==> config.mk <==
export PLATFORM = sky130hd
export DESIGN_NAME = video_mem_write_scheduler
export DESIGN_NICKNAME = d
export VERILOG_FILES = /design/src/rtl/video_mem_write_scheduler.sv
export SDC_FILE = /design/constraint.sdc
export NUM_CORES = 1
export LEC_CHECK = 0
export BUFFER_PORTS_ARGS = -buffer_cell sky130_fd_sc_hd__clkbuf_2
export CORE_MARGIN = 2
export CORE_UTILIZATION = 49
export DETAILED_ROUTE_END_ITERATION = 8
export GPL_TIMING_DRIVEN = 0
export MAX_ROUTING_LAYER = met4
export PLACE_DENSITY = 0.79
export SYNTH_ARGS = -nofsm -noshare
export SYNTH_HDL_FRONTEND = slang
export SYNTH_SLANG_ARGS = --single-unit
==> constraint.sdc <==
create_clock -name Clock -period 1.8 [get_ports Clock]
set_input_delay 0.09 -clock Clock [delete_from_list [all_inputs] [get_ports Clock]]
set_output_delay 0.09 -clock Clock [all_outputs]
set_load 0.1 [all_outputs]
==> src/rtl/video_mem_write_scheduler.sv <==
// Write-port scheduler for the 80x60x3 video memory.
// CPU single-cell writes always win; a rectangle-fill engine issues one cell per free cycle
// in raster order. All write-port outputs are registered (1-cycle latency).
// Optional feature: define FILL_ABORT_EN to add the iFillAbort input.
module video_mem_write_scheduler #(
    parameter int unsigned COLS    = 80,
    parameter int unsigned ROWS    = 60,
    parameter int unsigned COL_W   = 7,
    parameter int unsigned ROW_W   = 6,
    parameter int unsigned COLOR_W = 3
) (
    input  logic               Clock,
    input  logic               Reset,
    input  logic               iCpuWriteReq,
    input  logic [COL_W-1:0]   iCpuCol,
    input  logic [ROW_W-1:0]   iCpuRow,
    input  logic [COLOR_W-1:0] iCpuColor,
    input  logic               iFillStart,
    input  logic [COL_W-1:0]   iFillCol0,
    input  logic [ROW_W-1:0]   iFillRow0,
    input  logic [COL_W-1:0]   iFillCol1,
    input  logic [ROW_W-1:0]   iFillRow1,
    input  logic [COLOR_W-1:0] iFillColor,
`ifdef FILL_ABORT_EN
    input  logic               iFillAbort,
`endif
    output logic               oFillBusy,
    output logic               oFillDone,
    output logic               oWriteEnable,
    output logic [15:0]        oWriteAddress,
    output logic [COLOR_W-1:0] oWriteData
);

    localparam logic [COL_W-1:0] ColMax = COL_W'(COLS - 1);
    localparam logic [ROW_W-1:0] RowMax = ROW_W'(ROWS - 1);
    localparam int unsigned      PadW   = 16 - COL_W - ROW_W;

    typedef enum logic [1:0] {StIdle, StFill, StDone} state_e;

    state_e state_q, state_d;

    logic [COL_W-1:0]   cur_col_q, cur_col_d;
    logic [ROW_W-1:0]   cur_row_q, cur_row_d;
    logic [COL_W-1:0]   col0_q, col0_d;
    logic [COL_W-1:0]   col1_q, col1_d;
    logic [ROW_W-1:0]   row1_q, row1_d;
    logic [COLOR_W-1:0] color_q, color_d;
    logic               we_q, we_d;
    logic [15:0]        addr_q, addr_d;
    logic [COLOR_W-1:0] data_q, data_d;

    logic               abort;
    logic               fill_issue;
    logic               fill_last;
    logic               fill_accept;
    logic               fill_empty;
    logic [COL_W-1:0]   c0_clamp, c1_clamp, cpu_col_clamp;
    logic [ROW_W-1:0]   r0_clamp, r1_clamp, cpu_row_clamp;

`ifdef FILL_ABORT_EN
    assign abort = iFillAbort;
`else
    assign abort = 1'b0;
`endif

    // Clamp all incoming coordinates to the visible area and classify the requested rectangle.
    always_comb begin
        c0_clamp      = (iFillCol0 > ColMax) ? ColMax : iFillCol0;
        c1_clamp      = (iFillCol1 > ColMax) ? ColMax : iFillCol1;
        r0_clamp      = (iFillRow0 > RowMax) ? RowMax : iFillRow0;
        r1_clamp      = (iFillRow1 > RowMax) ? RowMax : iFillRow1;
        cpu_col_clamp = (iCpuCol > ColMax) ? ColMax : iCpuCol;
        cpu_row_clamp = (iCpuRow > RowMax) ? RowMax : iCpuRow;
        fill_empty    = (c0_clamp > c1_clamp) || (r0_clamp > r1_clamp);
    end

    // FSM state register.
    always_ff @(posedge Clock) begin
        if (Reset) begin
            state_q <= StIdle;
        end else begin
            state_q <= state_d;
        end
    end

    // FSM next-state logic.
    always_comb begin
        state_d = state_q;
        unique case (state_q)
            StIdle: begin
                if (iFillStart) begin
                    state_d = fill_empty ? StDone : StFill;
                end
            end
            StFill: begin
                if (abort) begin
                    state_d = StIdle;
                end else if (fill_issue && fill_last) begin
                    state_d = StDone;
                end
            end
            StDone: state_d = StIdle;
            default: state_d = StIdle;
        endcase
    end

    // FSM outputs: status flags and the fill-slot decision (CPU steals the slot).
    always_comb begin
        oFillBusy   = (state_q != StIdle);
        oFillDone   = (state_q == StDone);
        fill_accept = (state_q == StIdle) && iFillStart;
        fill_issue  = (state_q == StFill) && !iCpuWriteReq && !abort;
        fill_last   = (cur_col_q == col1_q) && (cur_row_q == row1_q);
    end

    // Datapath next state: fill counters, latched bounds and the write-port registers.
    always_comb begin
        cur_col_d = cur_col_q;
        cur_row_d = cur_row_q;
        col0_d    = col0_q;
        col1_d    = col1_q;
        row1_d    = row1_q;
        color_d   = color_q;
        we_d      = 1'b0;
        addr_d    = addr_q;
        data_d    = data_q;

        if (fill_accept) begin
            cur_col_d = c0_clamp;
            cur_row_d = r0_clamp;
            col0_d    = c0_clamp;
            col1_d    = c1_clamp;
            row1_d    = r1_clamp;
            color_d   = iFillColor;
        end

        if (iCpuWriteReq) begin
            we_d   = 1'b1;
            addr_d = {{PadW{1'b0}}, cpu_col_clamp, cpu_row_clamp};
            data_d = iCpuColor;
        end else if (fill_issue) begin
            we_d   = 1'b1;
            addr_d = {{PadW{1'b0}}, cur_col_q, cur_row_q};
            data_d = color_q;
        end

        // Column-first raster advance; the final pixel leaves the counters in place.
        if (fill_issue && !fill_last) begin
            if (cur_col_q == col1_q) begin
                cur_col_d = col0_q;
                cur_row_d = cur_row_q + 1'b1;
            end else begin
                cur_col_d = cur_col_q + 1'b1;
            end
        end
    end

    // Datapath registers.
    always_ff @(posedge Clock) begin
        if (Reset) begin
            cur_col_q <= '0;
            cur_row_q <= '0;
            col0_q    <= '0;
            col1_q    <= '0;
            row1_q    <= '0;
            color_q   <= '0;
            we_q      <= 1'b0;
            addr_q    <= '0;
            data_q    <= '0;
        end else begin
            cur_col_q <= cur_col_d;
            cur_row_q <= cur_row_d;
            col0_q    <= col0_d;
            col1_q    <= col1_d;
            row1_q    <= row1_d;
            color_q   <= color_d;
            we_q      <= we_d;
            addr_q    <= addr_d;
            data_q    <= data_d;
        end
    end

    assign oWriteEnable  = we_q;
    assign oWriteAddress = addr_q;
    assign oWriteData    = data_q;

endmodule
==> key figures, run 1 <==
Route
  • Vias per cell: ~5.5
  • Total wire length: approximately 8200 um
  • Routed Antenna Nets: 0
  • Drt first-iter violations: 155
  • # DRC: 0
  • Initial DRT Pass Iterations: 4
  • DR vias: between 3000 and 4000
  • Routed len/inst: 14.9 um

Yosys
  • Netlist cell types: 51
  • Syn avg cell area: 7.95 um^2
  • Synth warnings: 0
  • Async SR Flop Fraction: 0%
  • Post-synth top cells: 59 x nor2_1, 55 x dfxtp_1, 40 x nand2_1
  • Synth Flop Type: dfxtp_1
  • Fraction of the yosys area taken by sequential cells: 35.0%
  • Register bit total from synthesis: 55
  • Ranking of synthesized cells by area: dfxtp_1 35%, nor2_1 7.0%, a21oi_1 6.2%, ha_1 6.0%, nand2_1 4.8%
  • Synth Cell Area: between 3000 and 4000 um^2
  • Area leader, netlist: dfxtp_1
  • Count leader, synth: nor2_1
  • Post-synth EDFFs: 0
  • Synth top area share: 35.0%
  • Syn Inst Count: 396

Clocking
  • Cts bufs inserted: 5
  • Root Buffer: clkbuf_8
  • Htree depth: 2
  • Deepest clock path buffer count: 2
  • Clock Pin Slew Worst Setup and Hold Paths: 0.10 ns
  • CTS Sinks: 55
  • Clock Latency Late Sink: 0.31 ns
  • TritonCTS clock tree: built

Global route
  • Largest net degree at the start of global routing: 17
  • Antenna violations before repair: 0
  • Grt total ovfl: 0
  • GR Util All Layers: 25.1%
  • Vias in the first global route: about 3000
  • Global-route wire length before repair: 14000 um

Floorplanning
  • I/O pin total: between 70 and 80
  • Die area: 7080 um^2
  • Die Height: 84.2 um
  • Num rows: 29
  • Starting Density: 50.1%
  • Core Box Area: approximately 6300 um^2
  • Die Wd: roughly 84 um

Worst setup path
  • Critical path required time: 1.99 ns
  • Slowest cell delay on critical path: approximately 0.35 ns
  • Max FO, Critical Path: 10
  • Slowest CP cell: dfxtp_1
  • Worst endpoint data arrival time: 1.96 ns
  • CP Capture Type: flip-flop
  • Reg2Reg Depth: 6
  • Worst-path cell chain: xnor2_2 -> nand4_1 -> or2_4 -> buf_6 -> o41ai_2 -> a21oi_1
  • Capturing point of the worst reg2reg path: state_q[0]$_SDFFE_PP0P_
  • Reg2reg start: col1_q[6]$_SDFFE_PP0P_
  • Setup crit start kind: flip-flop
  • FF-to-FF setup slack: 0.03 ns
  • CP Class: reg -> reg

Power and ir drop
  • Peak supply drop: 0.512 mV
  • Leakage power: 1.66 nW
  • P per Cell Area: 873 nW/um^2

Min path
  • HP Class: in -> reg
  • HP Start: iFillColor[0]
  • Hold Path End: color_q[0]$_SDFFE_PP0P_
  • Hold-critical path depth: 3

STA
  • Worst slack on hold paths: 0.00106 ns
  • Clock period minus worst slack: ~1.8 ns
  • Slew @ Worst Pin: 0.557 ns
  • Achievable Freq: 0.564 GHz
  • Slew Limit Headroom: between 60% and 70%
  • Final hold viol count: 0
  • Final setup vio count: 0
  • Worst Clk Skew: 0.00604 ns
  • Final Slew Violations: 0
  • RSZ-0062 raised after global routing: true
  • Tcrit/Tclk final: 98.4%

Final layout
  • Fin nets: about 540
  • Fraction of layout cells with a size suffix above 1: between 20 and 30%
  • Cell area after layout: 3870 um^2
  • P&R area growth vs syn: 23.1%
  • Final core utilization: 61.7%
  • Number of diodes: 0

Job
  • Max_cap viols: 0

Place
  • Dpl hpwl: between 6000 and 7000 um
  • Placed Area: ~3600 um^2
  • IO Port Bufs: 66
  • GP Congestion: around 0.9

Status
  • Status: completed
## stage by stage
step	cells	setup TNS (ns)	power (mW)	setup WS, ns
after CTS	550	0	3.28	0.00479
after floorplan	398	-0.0463	2.32	-0.0463
after global routing	551	-0.0994	3.56	-0.0593
after global placement	541	-0.559	2.57	-0.318
after detailed placement	541	-0.826	2.60	-0.359
final	551	0	3.38	0.0283
## layout by cell type (no fill, tap or decap), types with 5 or more instances in the layout
master    count
clkbuf_2     68
nor2_1       57
dfxtp_1      46
nand2_1      39
a21oi_1      39
clkbuf_1     14
nand3_1      14
ha_1         14
inv_1        12
a211oi_1     10
nor2b_1       9
mux2i_1       9
xnor2_2       9
a31oi_1       8
nor3_1        8
dfxtp_2       8
mux2_2        6
xnor2_1       6
buf_2         5
and3_1        5
clkbuf_8      5
## cell type report
class | instances | area [um^2]
fill | 557 | 2400
multi-input combinational | 302 | 2020
sequential | 55 | 1110
timing repair buffer | 68 | 348
buffer | 29 | 166
tap | 77 | 96.3
clock buffer | 6 | 72.6
inverter | 12 | 45.0
clock inverter | 2 | 12.5
## flip-flops by register name, indices dropped and copies added (netlist names)
signal / flops
oWriteAddress: 13
col0_q: 7
col1_q: 7
cur_col_q: 7
cur_row_q: 6
row1_q: 6
color_q: 3
oWriteData: 3
state_q: 2
oWriteEnable: 1
## kinds of logic (layout without fill, tap and decap cells)
group | count (synthesis) | after routing | synth area share [%]
buf+inv | 41 | 117 | 6.48
xor+xnor | 18 | 18 | 5.25
flops | 55 | 55 | 35.0
fa+ha+maj | 15 | 15 | 5.96
mux | 15 | 15 | 5.01
simple gates | 163 | 163 | 24.5
compound gates | 88 | 88 | 17.7
other cells | 1 | 3 | 0.119
## report_power, final
part,leakage (nW),total (mW),internal [mW],switching (mW)
sequential,0.458,1.45,1.33,0.114
combinational,1.16,1.26,0.456,0.799
clock,0.0412,0.681,0.273,0.408
## per-layer routing
layer	wire, um	track usage, %	vias to the layer above	share of wire (%)
met2	4330	42.9	56	53
met3	333	4.03	6	4.0
li1	-	-	1520	-
met1	3480	30.8	1452	42
met5	0	-	-	0
met4	80	6.89	0	0.97
## critical path, delay by kind of cell (launching register included)
| family | cells | cell delay, ns |
|---|---|---|
| XOR/XNOR | 1 | 0.21 |
| flip-flops | 1 | 0.35 |
| buffers and inverters | 1 | 0.15 |
| AND/OR/NAND/NOR | 2 | 0.53 |
| AO/OA/AOI/OAI | 2 | 0.40 |
## what timing repair did
action | 4_1_cts | 5_1_grt
hold buffers | 1 | 0
gates resized for setup | 12 | 29
setup endpoints to repair | 7 | 41
buffers inserted | 0 | 1
endpoints found under the hold margin | 1 | 0
pin swaps | 0 | 8
## how the worst max path moves through the flow
stage,slack [ns],to,start,cells after the start
floorplan,-0.05,state_q[1]$_SDFFE_PP0P_,iFillCol0[4],9
global placement,-0.32,state_q[1]$_SDFFE_PP0P_,iFillCol1[6],11
detailed placement,-0.36,state_q[1]$_SDFFE_PP0P_,iFillCol1[6],11
CTS,0.005,state_q[0]$_SDFFE_PP0P_,cur_col_q[2]$_SDFFE_PP0P_,7
global route,-0.06,state_q[0]$_SDFFE_PP0P_,cur_col_q[5]$_SDFFE_PP0P_,6
finish,0.03,state_q[0]$_SDFFE_PP0P_,col1_q[6]$_SDFFE_PP0P_,6
(Power assumes the default switching activity.)
==> run 2, diff against run 1 <==
--- a/config.mk
+++ b/config.mk
@@ -6,6 +6,7 @@
 export NUM_CORES = 1
 export LEC_CHECK = 0
 export BUFFER_PORTS_ARGS = -buffer_cell sky130_fd_sc_hd__clkbuf_2
+export CORE_ASPECT_RATIO = 1.4
 export CORE_MARGIN = 2
 export CORE_UTILIZATION = 49
 export DETAILED_ROUTE_END_ITERATION = 8
==> run 2 against run 1 <==
  * Core utilization increased by 0.42 points
  * Design area down 0.39%
  * Worst hold slack gained 0.0015 ns
  * Register-to-register slack about the same
  * Sequential power about the same
  * Clock-buffer cell count up 1
  * Non-clock buffer count increased by 2
  * Critical path type unchanged
  * Die area up 0.12%
  * Maximum frequency increased by 0.44%
  * Clock skew decreased by 0.00092 ns
  * Clock power grew 11%
  * Combinational power about the same
==> key figures, run 2 (synthesis results as in run 1) <==
Status
  • Status: completed

Final layout
  • Commonest non-fill, non-tap cell in the layout: clkbuf_2
  • Most frequent cells in the layout: 67 x clkbuf_2, 58 x nor2_1, 46 x dfxtp_1, 39 x nand2_1, 39 x a21oi_1
  • Cell area after layout: roughly 3900 um^2
  • Fraction of layout cells with a size suffix above 1: 27.7%
  • P&R area growth vs syn: 22.6%
  • Non-filler cells in the finished layout: ~550
  • Number of diodes: 0
  • Fin nets: 539
  • Max reg flops: 13

Worst setup path
  • Reg2Reg Depth: 8
  • Max FO, Critical Path: 10
  • CP Class: reg -> reg
  • CP Capture Type: flip-flop
  • Setup crit start kind: flip-flop
  • Critical path required time: about 2.0 ns
  • Worst endpoint data arrival time: 2.00 ns

Power and ir drop
  • Switching portion of total power: 38.1%
  • Leakage power: 1.66 nW
  • Internal Power: 2.12 mW
  • Overall Power: 3.43 mW
  • Share of total power in the clock network: between 20% and 30%
  • P per Cell Area: 888 nW/um^2
  • Peak supply drop: 0.416 mV
  • Net Switching: 1.31 mW
  • Seq pwr share: 41.9%
  • Comb power frac: 36.1%

Floorplanning
  • Starting Density: 50.7%
  • Core Box Area: a little over 6000 um^2
  • I/O pin total: 71
  • Die Height: ~100 um
  • Die Wd: 71.7 um
  • Die area: 7090 um^2
  • Num rows: 34

STA
  • Slew Limit Headroom: 61.3%
  • Final hold viol count: 0
  • Setup_tns: 0 ns
  • RSZ-0062 raised after global routing: true
  • Clock period minus worst slack: 1.76 ns
  • Achievable Freq: 0.567 GHz
  • Slew @ Worst Pin: 0.580 ns
  • Worst slack on hold paths: 0.00260 ns
  • Tcrit/Tclk final: 98.0%
  • Final setup vio count: 0
  • Worst Clk Skew: 0.00512 ns
  • Final Slew Violations: 0

Clocking
  • CTS Sinks: 55
  • Clock Latency Late Sink: between 0.3 and 0.4 ns
  • Htree depth: 2
  • Cts bufs inserted: 5
  • Deepest clock path buffer count: 2
  • TritonCTS clock tree: built
  • Clock Pin Slew Worst Setup and Hold Paths: 0.10 ns
  • Root Buffer: clkbuf_8

Place
  • Dpl hpwl: 6300 um
  • Dpl cells: 536
  • Placed Area: 3600 um^2
  • IO Port Bufs: 66
  • GP Congestion: around 0.87

Route
  • Vias per cell: 5.56
  • Routed len/inst: 15.0 um
  • Initial DRT Pass Iterations: 4
  • Drt first-iter violations: 220
  • Routed Antenna Nets: 0
  • DR vias: around 3000
  • # DRC: 0
  • Total wire length: 8210 um

Global route
  • Global-route wire length before repair: 13500 um
  • Largest net degree at the start of global routing: 17
  • Vias in the first global route: 2865
  • Antenna violations before repair: 0
  • Grt total ovfl: 0
  • GR Util All Layers: 24.3%

Job
  • Max_cap viols: 0

Min path
  • Hold-critical path depth: 3
  • HP Class: in -> reg
-- run 2: cell count changes in the layout (fill, tap and decap cells not counted), moves of 2 or more --
cell | previous run | this run
buf_2 | 5 | 7
clkbuf_4 | 2 | 0
clkbuf_8 | 5 | 7
dlygate4sd3_1 | 1 | 3
xnor2_1 | 6 | 11
xnor2_2 | 9 | 5
-- run 2: layer usage --
metal  vias up  wire (um)  track usage [%]
met3        11        456             2.66
met2        98       4140             40.5
met5         -          0                -
li1       1529          -                -
met1      1411       3490             30.3
met4         0        123             7.98
-- run 2: repair_timing --
action | 4_1_cts | 5_1_grt
pin swaps | 0 | 8
endpoints found under the hold margin | 3 | 0
setup buffers | 0 | 1
hold buffers | 3 | 0
setup endpoints to repair | 11 | 29
gates resized for setup | 4 | 27
-- run 2: worst paths after layout --
check | startpoint | endpoint | slack (ns)
worst min-delay path | iFillCol1[6] | col1_q[6]$_SDFFE_PP0P_ | 0.003
worst max register to register | cur_row_q[3]$_SDFF_PP0_ | cur_col_q[3]$_SDFFE_PP0P_ | 0.04
worst min register to register | color_q[0]$_SDFFE_PP0P_ | color_q[0]$_SDFFE_PP0P_ | 0.46
worst max-delay path | cur_row_q[3]$_SDFF_PP0_ | cur_col_q[3]$_SDFFE_PP0P_ | 0.04
-- run 2: final cells by class --
cell class / instances / area (um^2)
Inverter: 12 / 45.0
Clock inverter: 1 / 7.51
Sequential cell: 55 / 1120
Multi-Input combinational cell: 302 / 1980
Timing Repair Buffer: 70 / 368
Fill cell: 568 / 2350
Clock buffer: 7 / 96.3
Buffer: 29 / 160
Tap cell: 72 / 90.1
-- run 2: power by group through the flow --
stage	sequential, mW	clock [mW]	combinational (mW)
5_1_grt	1.45	0.814	1.34
6_report	1.44	0.754	1.24
3_3_place_gp	1.45	0	1.12
3_5_place_dp	1.45	0	1.15
2_1_floorplan	1.62	0	0.704
4_1_cts	1.42	0.758	1.17
-- run 2: through the flow --
stage	worst slack, ns	utilization, %
finish	0.0360	62.1
CTS	0.00954	60.3
global route	-0.0159	62.1
global placement	-0.346	57.9
floorplan	-0.0463	-
detailed placement	-0.352	57.9
-- run 2: worst max-delay path, cell delays in order (launching register included) --
cell     delay [ns]
dfxtp_1        0.32
buf_6          0.13
xnor2_2        0.19
nand4_4        0.16
nor2_4         0.21
a21oi_2        0.11
buf_6          0.15
a211o_1        0.26
a31oi_1        0.16
==> run 3, diff against run 2 <==
--- a/config.mk
+++ b/config.mk
@@ -6,7 +6,7 @@
 export NUM_CORES = 1
 export LEC_CHECK = 0
 export BUFFER_PORTS_ARGS = -buffer_cell sky130_fd_sc_hd__clkbuf_2
-export CORE_ASPECT_RATIO = 1.4
+export CORE_ASPECT_RATIO = 1.75
 export CORE_MARGIN = 2
 export CORE_UTILIZATION = 49
 export DETAILED_ROUTE_END_ITERATION = 8
==> run 3 against run 2 <==
  * Critical path depth fell by 2
  * Worst setup slack got worse by 0.032 ns
  * Core utilization rose by 1.8 points
  * Sequential share of layout area fell by 0.89 points
  * Register-to-register slack got worse by 0.03 ns
  * Via count rose by 2.3%
  * Critical path type unchanged
  * Critical endpoint is now state_q[0]$_SDFFE_PP0P_
  * Largest cell class unchanged
  * Highest routed layer unchanged
==> key figures, run 3 (synthesis results as in run 1) <==
Job
  • Max_cap viols: 0

Final layout
  • Most frequent cells in the layout: 65 x clkbuf_2, 57 x nor2_1, 46 x dfxtp_1, 39 x nand2_1, 39 x a21oi_1
  • Fin nets: approximately 540
  • Number of diodes: 0
  • Final core utilization: 63.9%
  • Commonest non-fill, non-tap cell in the layout: clkbuf_2
  • P&R area growth vs syn: 26.5%
  • Fraction of layout cells with a size suffix above 1: between 20% and 30%
  • Non-filler cells in the finished layout: 561
  • Cell area after layout: 3980 um^2
  • Max reg flops: 13

STA
  • Final setup vio count: 0
  • Clock period minus worst slack: approximately 1.8 ns
  • Final WS setup: 0.00379 ns
  • Tcrit/Tclk final: between 90% and 100%
  • Setup_tns: 0 ns
  • Final hold viol count: 0
  • Slew Limit Headroom: 61.1%
  • Achievable Freq: 0.557 GHz
  • Final Slew Violations: 0
  • Slew @ Worst Pin: 0.584 ns
  • Worst Clk Skew: about 0.013 ns
  • Worst slack on hold paths: roughly 0.013 ns

Floorplanning
  • Num rows: 38
  • Die area: ~7000 um^2
  • Die Height: 110 um
  • Die Wd: 64.6 um
  • Starting Density: ~51%
  • Core Box Area: 6230 um^2
  • I/O pin total: approximately 70

Place
  • Setup slack after placement: -0.416 ns
  • Dpl hpwl: 6440 um
  • GP Congestion: 0.923
  • Placed Area: 3610 um^2
  • Dpl cells: between 500 and 600
  • IO Port Bufs: 66

Global route
  • Global-route wire length before repair: 13400 um
  • Vias in the first global route: 3078
  • Grt total ovfl: 0
  • GR Util All Layers: 24.8%
  • Antenna violations before repair: 0
  • Largest net degree at the start of global routing: 17

Worst setup path
  • Max FO, Critical Path: 10
  • Worst endpoint data arrival time: slightly below 2 ns
  • CP Launch Point: cur_col_q[3]$_SDFFE_PP0P_
  • FF-to-FF setup slack: 0.004 ns
  • Critical path required time: around 2.0 ns
  • Setup crit start kind: flip-flop
  • Reg2reg start: cur_col_q[3]$_SDFFE_PP0P_
  • CP Class: reg -> reg
  • CP Capture Type: flip-flop

Min path
  • HP Start: iCpuCol[0]
  • HP Class: in -> reg

Route
  • Total wire length: 8610 um
  • Initial DRT Pass Iterations: 4
  • DR vias: 3120
  • Vias per cell: roughly 5.6
  • Routed Antenna Nets: 0
  • Drt first-iter violations: 194
  • Routed len/inst: around 15 um
  • # DRC: 0

Clocking
  • Cts bufs inserted: 5
  • Clock Latency Late Sink: 0.32 ns
  • Clock Pin Slew Worst Setup and Hold Paths: 0.10 ns
  • Htree depth: 2
  • TritonCTS clock tree: built
  • Root Buffer: clkbuf_8
  • Deepest clock path buffer count: 2
  • CTS Sinks: 55

Power and ir drop
  • P per Cell Area: 868 nW/um^2
  • Overall Power: 3.46 mW
  • Leakage power: ~1.7 nW
  • Peak supply drop: 0.389 mV

Status
  • Status: completed
==> run 3: power breakdown <==
part | total (mW) | switching [mW] | internal [mW] | leakage (nW)
Combinational | 1.33 | 0.834 | 0.495 | 1.20
Sequential | 1.44 | 0.109 | 1.33 | 0.458
Clock | 0.685 | 0.412 | 0.273 | 0.0412
==> run 3: worst paths after layout <==
check	endpoint	cells past startpoint
min	oWriteAddress[6]$_SDFFE_PP0P_	3
max reg2reg	state_q[0]$_SDFFE_PP0P_	6
max	state_q[0]$_SDFFE_PP0P_	6
min reg2reg	col0_q[4]$_SDFFE_PP0P_	2
==> run 3: timing repair <==
action / CTS / global route
setup buffers: 0 / 5
setup endpoints to repair: 13 / 23
pin swaps: 1 / 5
gates resized for setup: 7 / 35
hold endpoints to repair: 4 / 0
hold buffers: 4 / 0
==> run 3: layout make-up <==
| cell class | instances | area [um^2] |
|---|---|---|
| inverters | 12 | 45.0 |
| flip-flops and latches | 55 | 1120 |
| fillers | 538 | 2250 |
| clock buffers | 6 | 72.6 |
| clock inverters | 2 | 12.5 |
| plain buffers | 29 | 164 |
| well taps | 80 | 100 |
| multi-input cells | 302 | 2040 |
| repair buffers | 75 | 427 |
==> run 3: critical path: stages (launching register included) <==
cell	delay, ns
dfxtp_2	0.37
xnor2_1	0.25
nand3_2	0.16
or2_4	0.31
buf_6	0.15
o41ai_2	0.31
a21oi_1	0.10
==> run 3: routing by layer <==
| layer | wire length (um) | part of all wire, % | up-vias | GRT usage (%) |
|---|---|---|---|---|
| li1 | - | - | 1540 | - |
| met1 | 3280 | 38 | 1465 | 26.5 |
| met2 | 4740 | 55 | 99 | 44.5 |
| met3 | 388 | 4.5 | 16 | 3.25 |
| met4 | 197 | 2.3 | 0 | 13.1 |
| met5 | 0 | 0 | - | - |
